==> src/rtl/snes_pad_reader.sv <==
// snes_pad_reader: polls NUM_PADS serial SNES/NES pads and commits active-high button vectors per frame.
// Optional SNES_PAD_FILTER_EN: a pad's vector commits only when two consecutive frames agree.
module snes_pad_reader #(
  parameter int NUM_PADS     = 1,
  parameter int NUM_BITS     = 12,
  parameter int HALF_PERIOD  = 13,
  parameter int LATCH_HALVES = 4,
  parameter int POLL_PERIOD  = 69905
) (
  input  logic                         clk,
  input  logic                         reset,
  input  logic                         en,
  input  logic [NUM_PADS-1:0]          joy_data,
  output logic                         joy_strobe,
  output logic                         joy_clock,
  output logic [NUM_PADS*NUM_BITS-1:0] buttons,
  output logic                         valid,
  output logic                         busy
);
  localparam int PW = $clog2(POLL_PERIOD);
  localparam int HW = $clog2(HALF_PERIOD);
  localparam int LW = $clog2(LATCH_HALVES + 1);
  localparam int BW = $clog2(NUM_BITS + 1);
  localparam int VW = NUM_PADS * NUM_BITS;
  typedef enum logic [2:0] {IDLE, LATCH, LOW, HIGH, DONE} state_t;
  state_t r_state, w_next;
  logic [NUM_PADS-1:0] r_sync1, r_sync2;
  logic [PW-1:0] r_poll;
  logic [HW-1:0] r_hc;
  logic [LW-1:0] r_lh;
  logic [BW-1:0] r_bit;
  logic [VW-1:0] r_shift, r_buttons, w_commit;
  logic r_pend, r_strobe, r_clock, r_valid;
  logic w_wrap, w_hc_last, w_start;
  assign w_wrap    = r_poll == PW'(POLL_PERIOD - 1);
  assign w_hc_last = r_hc == HW'(HALF_PERIOD - 1);
  assign w_start   = r_state == IDLE && r_pend && en;
  always_comb begin
    w_next = r_state;
    case (r_state)
      IDLE:    w_next = w_start ? LATCH : IDLE;
      LATCH:   w_next = (w_hc_last && r_lh == LW'(LATCH_HALVES - 1)) ? LOW : LATCH;
      LOW:     w_next = w_hc_last ? HIGH : LOW;
      HIGH:    w_next = !w_hc_last ? HIGH : (r_bit == BW'(NUM_BITS - 1)) ? DONE : LOW;
      default: w_next = IDLE;
    endcase
  end
  always_ff @(posedge clk or posedge reset) begin
    if (reset) r_state <= IDLE;
    else       r_state <= w_next;
  end
  // Pad lines are outputs of next state so they stay aligned with r_state and glitch-free.
  always_ff @(posedge clk or posedge reset) begin
    if (reset) begin
      r_sync1   <= '0;
      r_sync2   <= '0;
      r_poll    <= '0;
      r_pend    <= 1'b1;
      r_hc      <= '0;
      r_lh      <= '0;
      r_bit     <= '0;
      r_shift   <= '0;
      r_buttons <= '0;
      r_strobe  <= 1'b0;
      r_clock   <= 1'b1;
      r_valid   <= 1'b0;
    end else begin
      r_sync1  <= joy_data;
      r_sync2  <= r_sync1;
      r_poll   <= w_wrap ? '0 : r_poll + PW'(1);
      r_pend   <= w_wrap | (r_pend & ~w_start);
      r_hc     <= (r_state == IDLE || r_state == DONE || w_hc_last) ? '0 : r_hc + HW'(1);
      r_lh     <= (r_state == LATCH && w_hc_last) ? r_lh + LW'(1) : (r_state == IDLE) ? '0 : r_lh;
      r_bit    <= (r_state == HIGH && w_hc_last) ? r_bit + BW'(1) : (r_state == IDLE) ? '0 : r_bit;
      r_strobe <= w_next == LATCH;
      r_clock  <= w_next != LOW;
      r_valid  <= w_next == DONE;
      if (r_state == LOW && w_hc_last)
        for (int p = 0; p < NUM_PADS; p++) r_shift[p*NUM_BITS + int'(r_bit)] <= ~r_sync2[p];
      if (w_next == DONE) r_buttons <= w_commit;
    end
  end
`ifdef SNES_PAD_FILTER_EN
  logic [VW-1:0] r_prev;
  always_comb begin
    w_commit = r_buttons;
    for (int p = 0; p < NUM_PADS; p++)
      if (r_shift[p*NUM_BITS +: NUM_BITS] == r_prev[p*NUM_BITS +: NUM_BITS])
        w_commit[p*NUM_BITS +: NUM_BITS] = r_shift[p*NUM_BITS +: NUM_BITS];
  end
  always_ff @(posedge clk or posedge reset) begin
    if (reset)               r_prev <= '0;
    else if (w_next == DONE) r_prev <= r_shift;
  end
`else
  assign w_commit = r_shift;
`endif
  assign joy_strobe = r_strobe;
  assign joy_clock  = r_clock;
  assign buttons    = r_buttons;
  assign valid      = r_valid;
  assign busy       = r_state != IDLE;
endmodule

==> config.mk <==
export PLATFORM = sky130hd
export DESIGN_NAME = snes_pad_reader
export DESIGN_NICKNAME = d
export VERILOG_FILES = /design/src/rtl/snes_pad_reader.sv
export SDC_FILE = /design/constraint.sdc
export NUM_CORES = 1
export LEC_CHECK = 0
export CAP_MARGIN = 40
export CORE_MARGIN = 3
export CORE_UTILIZATION = 52
export CTS_CLUSTER_SIZE = 30
export DETAILED_ROUTE_END_ITERATION = 8
export DONT_BUFFER_PORTS = 1
export HOLD_SLACK_MARGIN = 0.03
export PLACE_DENSITY = 0.67
export SYNTH_ARGS = -nofsm -noshare
export SYNTH_HDL_FRONTEND = slang
export SYNTH_SLANG_ARGS = --single-unit
==> constraint.sdc <==
create_clock -name clk -period 2.7 [get_ports clk]
set_input_delay 0.27 -clock clk [delete_from_list [all_inputs] [get_ports clk]]
set_output_delay 0.27 -clock clk [all_outputs]
set_load 0.05 [all_outputs]
==> flow_summary_export.csv <==
group,metric,value,unit
drt,route.detailed.drc,0,
cells_and_area,fin_cells,320,
clock_network,cts_buffers,9,
clock_network,worstSkewPairLatency,340,ps
yosys,yosysUniqueCellTypes,42,
sta,finClkSkew,8.945,ps
yosys,ys_seq_area_share,56.11,%
setup_path,crit_chain,"inv_1 > ha_1 > nand4b_2 > or3_1 > nor2b_4 > mux2_2",
clock_network,h-tree-depth,3,
run_status,status,"finished, final reports clean",
power_and_ir_drop,peakVddDrop,0.2552,mV
setup_path,cp_slowest_cell,"or3_1",
grt,grt_pass1_vias,1714,
place,dp_hpwl,3235,um
floorplan,start_util,55.85,%
setup_path,worstPathRequired,2930,ps
power_and_ir_drop,power,1.744,mW
place,numPortBuffers,0,
clock_network,path_clk_slew,70,ps
grt,grt_pass1_wl,8121,um
yosys,ys_seq_elements,61,
grt,grt_start_max_net_pins,34,
setup_path,crit_path_start_kind,"flip-flop",
clock_network,clockBufferDepth,2,
sta,drv_slew,0,
sta,period_minus_slack,2252,ps
setup_path,critPathMaxStageDelay,520,ps
setup_path,cp_max_fo,13,
power_and_ir_drop,switchingPower,0.3917,mW
sta,period_share,83.39,%
setup_path,critPathArrivalTime,2480,ps
power_and_ir_drop,combPwrFrac,1.5,%
sta,tightest_slew,726.6,ps
grt,grt.overflow.total,0,
power_and_ir_drop,power_density,576.9,mW/mm^2
cells_and_area,final_cell_mix,"59 x dfrtp_1, 18 x inv_1, 16 x nor2_1",
clock_network,cts_root_buffer,"clkbuf_8",
drt,wirelength,4595,um
yosys,syn_nets,253,
power_and_ir_drop,pwr-share-clk,45.9,%
drt,vias_per_cell,5.372,
sta,fin_setup_tns,0,ps
grt,antenna_found_initial,0,
worst_hold_path,hold_class,"input pin to flip-flop",
drt,ant_nets,0,
place,place.gp.congestion,0.7638,
clock_network,cts_tree,"built",
clock_network,cts_sinks,61,
floorplan,die_h,78.39,um
yosys,async_flop_share,100.0,%
power_and_ir_drop,leakagePower,1.440,nW
sta,setup_viol,0,
setup_path,crit_path_end_kind,"flip-flop",
cells_and_area,drive_gt1_share,12.65,%
flow_run,drv_cap,0,
clock_network,post_cts_buffers,0,
setup_path,critPathKind,"flip-flop to flip-flop",
power_and_ir_drop,p_int,1.352,mW
yosys,syn-cell-area,0.002725,sq mm
yosys,ys.flop_type,"dfrtp_1",
floorplan,die_w,78.39,um
drt,dr.pass1.iters,5,
cells_and_area,syn_to_final_growth,10.93,%
floorplan,die_area,0.006145,sq mm
yosys,yosys_warnings,0,
cells_and_area,finalNetCount,262,
clock_network,post_cts_resize_count,0,
drt,vias,1719,
sta,hold_viol,0,
clock_network,hold_buffers,2,
yosys,synthCells,239,
floorplan,rows,25,
sta,relSlewSlack,51.16,%
power_and_ir_drop,seq_power_share,52.6,%
yosys,syn_area_per_cell,11.40,sq um
drt,drtIter0Drc,106,
cells_and_area,layout_commonest_cell,"dfrtp_1",
grt,track_usage,17.39,%
power_and_ir_drop,sw_frac_of_total,22.46,%
floorplan,ios,20,
yosys,synth_edf_count,0,
floorplan,coreArea,0.004880,sq mm
cells_and_area,utilization,61.95,%
cells_and_area,diodes,0,
place,dp_cells,302,
drt,post_drt_wl_per_cell,14.36,um
sta,clock.fmax,444.1,MHz
sta,rsz0062_at_grt,"no",
==> metal layers <==
layer / track usage [%] / share of wire [%] / vias up
met5: 0 / 0 / -
met4: 10.49 / 1.3 / 0
met3: 4.128 / 3.6 / 8
met2: 26.63 / 48 / 22
met1: 22.42 / 47 / 844
li1: - / - / 845
==> area by class of cell <==
cell class,instances,area [sq um]
clock buffer,9,123.9
clock inverter,7,73.82
fill,424,1857
inverter,19,71.32
multi-input combinational,152,1086
sequential,61,1529
tap,67,83.83
timing repair buffer,5,55.05
==> power by group through the flow <==
stage	logic (mW)	registers [mW]	clock network (mW)
4_1_cts	0.0273	0.918	0.815
5_1_grt	0.0306	0.918	0.860
3_5_place_dp	0.0252	0.935	0
3_3_place_gp	0.0211	0.935	0
6_report	0.0255	0.918	0.801
2_1_floorplan	0.0155	0.933	0
==> cell families (layout without fill, tap and decap cells) <==
| logic type | count (synthesis) | in the layout | synth area share [%] |
|---|---|---|---|
| adder cells (fa/ha/maj) | 10 | 10 | 4.591 |
| AND/OR/NAND/NOR | 70 | 70 | 15.01 |
| multiplexers | 17 | 17 | 6.795 |
| AO/OA/AOI/OAI | 40 | 40 | 8.632 |
| flip-flops | 61 | 61 | 56.11 |
| XOR/XNOR | 15 | 15 | 4.821 |
| buffers and inverters | 26 | 40 | 4.040 |
==> final timing paths <==
check                             start     endpoint  slack (ps)  cells after the start
worst min register to register  r_sync1      r_sync2         350                      0
worst max-delay path            r_hc[0]  buttons[10]         450                      6
max in group asynchronous         reset  r_shift[11]        1670                      4
worst min-delay path                 en       r_pend         110                      2
worst max register to register  r_hc[0]  buttons[10]         450                      6
min in group asynchronous         reset      r_hc[1]         370                      2
==> cells in the mapped netlist (all sizes together) (6+ instances only) <==
library cell,count,area share [%]
a21oi,12,2.2
a31oi,10,2.3
dfrtp,59,54
ha,10,4.6
inv,19,2.6
mux2,12,5.0
nand2,13,1.8
nand3,11,2.0
nor2,16,2.2
o21ai,11,2.0
xnor2,9,2.9
xor2,6,1.9
==> stage by stage <==
| step | hold WS [ps] | setup slack [ps] | instance area (sq um) |
|---|---|---|---|
| floorplan | 301.4 | 685.9 | 2725 |
| global placement | 301.5 | 472.1 | 2785 |
| detailed placement | 170.9 | 417.2 | 2805 |
| CTS | 96.82 | 410.3 | 3023 |
| global route | 110.0 | 255.0 | 3023 |
| finish | 105.9 | 448.4 | 3023 |
==> state kept, by name (all words and copies together) (netlist names), 3 cells and up <==
signal / flops
r_bit: 4
r_lh: 3
r_poll: 17
r_shift: 12
r_hc: 4
r_state: 3
buttons: 12
==> worst max-delay path, delay by kind of cell, from the launching register on <==
kind | cells | cell delay, ps
mux | 1 | 380
buf+inv | 1 | 70
fa+ha+maj | 1 | 180
flops | 1 | 410
simple gates | 3 | 1100
No activity file was read; power rests on OpenSTA's default activity.
==> RTL change 1, RTL diff (same settings) <==
The 5 states of `state_t` get a one-hot encoding in 5 bits.
--- a/src/rtl/snes_pad_reader.sv
+++ b/src/rtl/snes_pad_reader.sv
@@ -22,7 +22,7 @@
   localparam int LW = $clog2(LATCH_HALVES + 1);
   localparam int BW = $clog2(NUM_BITS + 1);
   localparam int VW = NUM_PADS * NUM_BITS;
-  typedef enum logic [2:0] {IDLE, LATCH, LOW, HIGH, DONE} state_t;
+  typedef enum logic [4:0] {IDLE = 5'b00001, LATCH = 5'b00010, LOW = 5'b00100, HIGH = 5'b01000, DONE = 5'b10000} state_t;
   state_t r_state, w_next;
   logic [NUM_PADS-1:0] r_sync1, r_sync2;
   logic [PW-1:0] r_poll;
Function: no difference found for any inputs over 10 cycles, from zero or initial values and one cycle with reset high; not proved beyond that.
==> RTL change 1 against the unedited design <==
  * Die area increased by 4.1%
  * First-iteration DRC count grew 4.7%
  * Synthesized area is 4.5% higher
  * Critical path type unchanged
  * Cell count is 2.8% higher
  * Wire length up 5.3%
  * Design area increased by 4.7%
  * Highest routed layer unchanged
  * Setup slack improved by 0.16 ns
  * Combinational power shrank 13%
  * Power increased by 7.9%
  * Sequential cell count increased by 2
  * Fmax is 7.5% higher
==> RTL change 1: results (changes against the unedited design) <==
Critical path
The worst setup slack for register-to-register paths came to 0.60 ns (+0.16 ns). The critical path data arrival time is 2.29 ns (-0.19 ns). The peak per-stage delay on the critical path is 0.57 ns (+0.05 ns). The highest-delay cell along the critical path is sky130_fd_sc_hd__and3_1. The highest fanout seen on the critical path is 17 (+4). The endpoint identified for the worst register-to-register timing path is r_shift[6]$_DFFE_PP0P_.

GRT
The first-pass GRT wire length came to 8590 µm (+5.8%). The maximum number of pins on one net before global-route repair is 36 (+5.9%). The via count of the first global-routing pass is 1863 (+8.7%). The overall routing resource usage came to 0.1765 (+0.002547).

Finish
The flip-flop count of the largest register after layout is 17 (unchanged). The fraction of final layout cells sized beyond drive strength 1 is 0.1622 (+0.03568). The final-stage net count is 268 (+2.3%).

Run status
The run finished with clean final reports.

Power and ir drop
The total internal power is 1.520 mW (+12%). The static leakage is 1.409 nW (-2.2%). The sequential share of power is 0.504 (-0.022).

The clock distribution power is 0.911 mW (+14%). The worst supply voltage drop on vdd was 0.0002804 V (+9.9%).

Place
The global placement routability congestion is 0.8089 (+5.9%). The cell area after placement is 2922 µm² (+4.1%). The final HPWL from detailed placement is 3286 µm (+1.6%). The placed instance count is 311 (+3.0%). The worst setup slack before clock tree synthesis came to 0.6071 ns (+0.1899 ns).

Synth
The post-synth net total is 257 (+1.6%). The commonest cells after synthesis are 60 x sky130_fd_sc_hd__dfrtp_1, 19 x sky130_fd_sc_hd__nand3_1, 19 x sky130_fd_sc_hd__nor2_1. The share of synthesized area occupied by flip-flops and latches is 0.5552 (-0.005900). Sorting the synthesized cells by area gives the leading types as sky130_fd_sc_hd__dfrtp_1 53%, sky130_fd_sc_hd__mux2_2 4.7%, sky130_fd_sc_hd__ha_1 4.4%. The number of distinct library cells after synthesis is 39 (-7.1%). The post-synthesis instance total came to 243 (+1.7%).

Clocking
TritonCTS built the clock tree.

Detailed routing
The initial detailed-routing violation count is 111 (+4.7%). The average routed wire per standard cell came to 14.70 µm (+2.4%). The routed wire length came to 4837 µm (+5.3%). The first-pass iteration count of the detailed router was 4 (-1). The number of vias after detailed routing is 1816 (+5.6%).

STA
The final setup TNS came to 0 ns (unchanged). The achievable frequency is 477.2 MHz (+7.5%). The transition at the pin with the smallest max-transition slack is 0.5485 ns (-0.1781 ns).

The setup clock skew after layout is 0.004716 ns (-0.004229 ns).
## RTL change 1: through the flow
step                hold slack, ns  total power, mW
detailed placement         0.05346           0.9874
global placement           0.05416           0.9873
CTS                         0.1043            1.903
floorplan                   0.3014           0.9795
global route                0.1128            1.957
finish                      0.1172            1.882
## RTL change 1: kinds of logic after synthesis
group,Yosys count,synth area share
buffers and inverters,20,0.03208
adder cells (fa/ha/maj),10,0.04396
AND/OR/NAND/NOR,78,0.1679
AO/OA/AOI/OAI,41,0.09495
flip-flops,63,0.5552
XOR/XNOR,19,0.05846
multiplexers,12,0.04747
## RTL change 1: routing by layer
layer  routed length (µm)  global-route usage  vias to the layer above  part of all wire
met5                    0                   0                        -                 0
met4                   54             0.06081                        0             0.011
met3                  165             0.05869                        5             0.034
met2                 2209              0.2699                       31              0.46
met1                 2407              0.2352                      883              0.50
li1                     -                   -                      897                 -
## RTL change 1: layout make-up
| class | instances | area (µm²) |
|---|---|---|
| Timing Repair Buffer | 5 | 42.54 |
| Inverter | 15 | 56.30 |
| Clock inverter | 3 | 65.06 |
| Tap cell | 70 | 87.58 |
| Multi-Input combinational cell | 160 | 1175 |
| Fill cell | 424 | 2039 |
| Sequential cell | 63 | 1580 |
| Clock buffer | 13 | 158.9 |
## RTL change 1: worst max-delay path by stage
stage | to | cells after the start
global placement | buttons[3]$_DFFE_PP0N_ | 6
finish | r_shift[6]$_DFFE_PP0P_ | 6
detailed placement | buttons[3]$_DFFE_PP0N_ | 6
floorplan | r_bit[2]$_DFFE_PP0P_ | 5
CTS | buttons[3]$_DFFE_PP0N_ | 6
global route | r_shift[2]$_DFFE_PP0P_ | 6
## RTL change 1: what timing repair did
action	CTS	global route
hold buffers	2	0
gates resized for setup	0	0
hold endpoints to repair	28	0
==> RTL change 2, RTL diff (same settings) <==
Made on the original files. The option `SNES_PAD_FILTER_EN` is turned on by a define.
--- a/src/rtl/snes_pad_reader.sv
+++ b/src/rtl/snes_pad_reader.sv
@@ -1,5 +1,7 @@
 // snes_pad_reader: polls NUM_PADS serial SNES/NES pads and commits active-high button vectors per frame.
 // Optional SNES_PAD_FILTER_EN: a pad's vector commits only when two consecutive frames agree.
+`define SNES_PAD_FILTER_EN
+
 module snes_pad_reader #(
   parameter int NUM_PADS     = 1,
   parameter int NUM_BITS     = 12,
Function: no difference found for any inputs over 10 cycles, from zero or initial values and one cycle with reset high; that may be too few to reach the edited logic, so the function may still have changed.
==> RTL change 2 against the unedited design <==
  * Power grew 19%
  * Setup slack gained 0.058 ns
  * Wire length grew 23%
  * Synthesized area grew 24%
  * Sequential cell count grew 12
  * Design area grew 23%
  * First-iteration DRC count shrank 23%
  * Sequential power grew 20%
  * Critical path type unchanged
  * Largest power group unchanged
==> RTL change 2: results (changes against the unedited design) <==
Synth
The share of synthesized area occupied by flip-flops and latches is 0.5419 (-0.01918). The fraction of registers with async set/reset is 1.000 (unchanged). After synthesis, the cell types taking the most area are sky130_fd_sc_hd__dfrtp_1 53%, sky130_fd_sc_hd__mux2_2 5.0%, sky130_fd_sc_hd__xor2_1 4.7%.

The commonest cells after synthesis are 71 x sky130_fd_sc_hd__dfrtp_1, 18 x sky130_fd_sc_hd__inv_1, 18 x sky130_fd_sc_hd__xor2_1. The number of distinct library cells after synthesis is 47 (+12%). The dominant register cell in the synthesized netlist is sky130_fd_sc_hd__dfrtp_1. The average size of a mapped cell is 12.19 µm² (+6.9%). The number of warnings printed during yosys synthesis came to 0 (unchanged). The post-synth net total is 291 (+15%).

Clocking
The clock edge transition at the registers on the reported setup and hold paths is 0.07 ns (about the same). The maximum level of the CTS H-tree is 3 (unchanged). The clock latency on the worst-skew pair is 0.35 ns. The CTS buffer count is 9 (unchanged). The cell at the root of the clock tree is sky130_fd_sc_hd__clkbuf_8.

The number of buffers between clock root and the deepest sink is 2 (unchanged). The post-CTS setup repair buffer count is 0 (unchanged).

STA
The post-route minimum period is 2.194 ns (-0.05805 ns). The final hold slack is 0.1223 ns (+0.01635 ns). The setup clock skew after layout is 0.007571 ns (-0.001374 ns). The tightest slew margin relative to the limit is 0.5972 (+0.08564).

Power and ir drop
The sequential power is 1.10 mW (+20%). The net switching power is 0.4503 mW (+15%). The share of total power in combinational logic is 0.015 (about the same).

The worst supply voltage drop on vdd is 0.0003582 V (+40%). The static leakage came to 1.832 nW (+27%). The overall power of the completed layout is 2.072 mW (+19%).

GRT
The via count of the first global-routing pass was 1948 (+14%). The first-pass GRT wire length came to 9715 µm (+20%). The maximum number of pins on one net before global-route repair came to 40 (+18%).

The overall routing resource usage is 0.1703 (-0.003616). The initial antenna violation count is 0 (unchanged).

Critical path
The critical path data arrival time was 2.43 ns (-0.05 ns). The highest fanout seen on the critical path is 12 (-1). The worst setup slack for register-to-register paths is 0.51 ns (+0.06 ns).

Detailed routing
The number of vias after detailed routing is 1985 (+15%). The initial detailed-routing violation count is 82 (-23%). The average routed wire per standard cell is 15.55 µm (+8.3%). The first-pass iteration count of the detailed router is 4 (-1).

Finish
The flip-flop count of the largest register after layout came to 17 (unchanged). The final design instance area without fill is 3706 µm² (+23%). The number of antenna cells inserted is 0 (unchanged).

The count of filler cells inserted in the layout is 501 (+18%). The fraction of final layout cells sized beyond drive strength 1 is 0.2034 (+0.07697). The count of placed standard cells in the final layout, fillers left out is 365 (+14%). The final-stage net count came to 299 (+14%).

Ranked by flip-flop count, first place goes to r_poll.

Place
The placed instance count is 347 (+15%). The final HPWL from detailed placement is 3775 µm (+17%). The worst setup slack before clock tree synthesis came to 0.5002 ns (+0.08306 ns). The count of port buffers added during placement came to 0 (unchanged). The cell area after placement is 3467 µm² (+24%). The global placement routability congestion is 0.7632 (about the same).

Run status
The run finished with clean final reports.

Worst hold path
The tightest min-delay check is of the in2reg type.
[RTL change 2: cell families after synthesis]
group | Yosys count | synth area share
flops | 73 | 0.5419
fa+ha+maj | 10 | 0.03706
mux | 28 | 0.1034
simple gates | 70 | 0.1360
xor+xnor | 27 | 0.07005
buf+inv | 27 | 0.03706
compound gates | 42 | 0.07450
[RTL change 2: metal layers]
layer / vias to the layer above / global-route usage / routed length (µm)
met5: - / 0 / 0
met2: 22 / 0.2587 / 2572
met4: 0 / 0.08074 / 121
met3: 11 / 0.05228 / 194
li1: 991 / - / -
met1: 961 / 0.2231 / 2785
[RTL change 2: worst max-delay path: stages, from the launching register on]
cell	delay, ns
sky130_fd_sc_hd__dfrtp_1	0.44
sky130_fd_sc_hd__ha_1	0.34
sky130_fd_sc_hd__nand3b_4	0.14
sky130_fd_sc_hd__nor3_4	0.18
sky130_fd_sc_hd__nand4_2	0.50
sky130_fd_sc_hd__mux2_4	0.48
[RTL change 2: worst paths after layout]
kind	start	to	depth (start not counted)
max	r_bit[0]$_DFFE_PP0P_	buttons[0]$_DFFE_PP0P_	5
min	en	r_pend$_DFF_PP1_	3
max reg2reg	r_bit[0]$_DFFE_PP0P_	buttons[0]$_DFFE_PP0P_	5
min reg2reg	r_sync1$_DFF_PP0_	r_sync2$_DFF_PP0_	0
max in group asynchronous	reset	joy_clock$_DFF_PP1_	3
min in group asynchronous	reset	r_sync2$_DFF_PP0_	3
[RTL change 2: what timing repair did]
item / in CTS / in global routing
hold buffers: 2 / 0
endpoints found under the hold margin: 72 / 0
resized for setup: 0 / 0
[RTL change 2: final cells by class]
type,count,share of cell area
inverters,18,0.01823
clock buffers,9,0.03342
clock inverters,7,0.02566
flip-flops and latches,73,0.4936
repair buffers,6,0.02026
multi-input cells,177,0.3835
well taps,75,0.02532
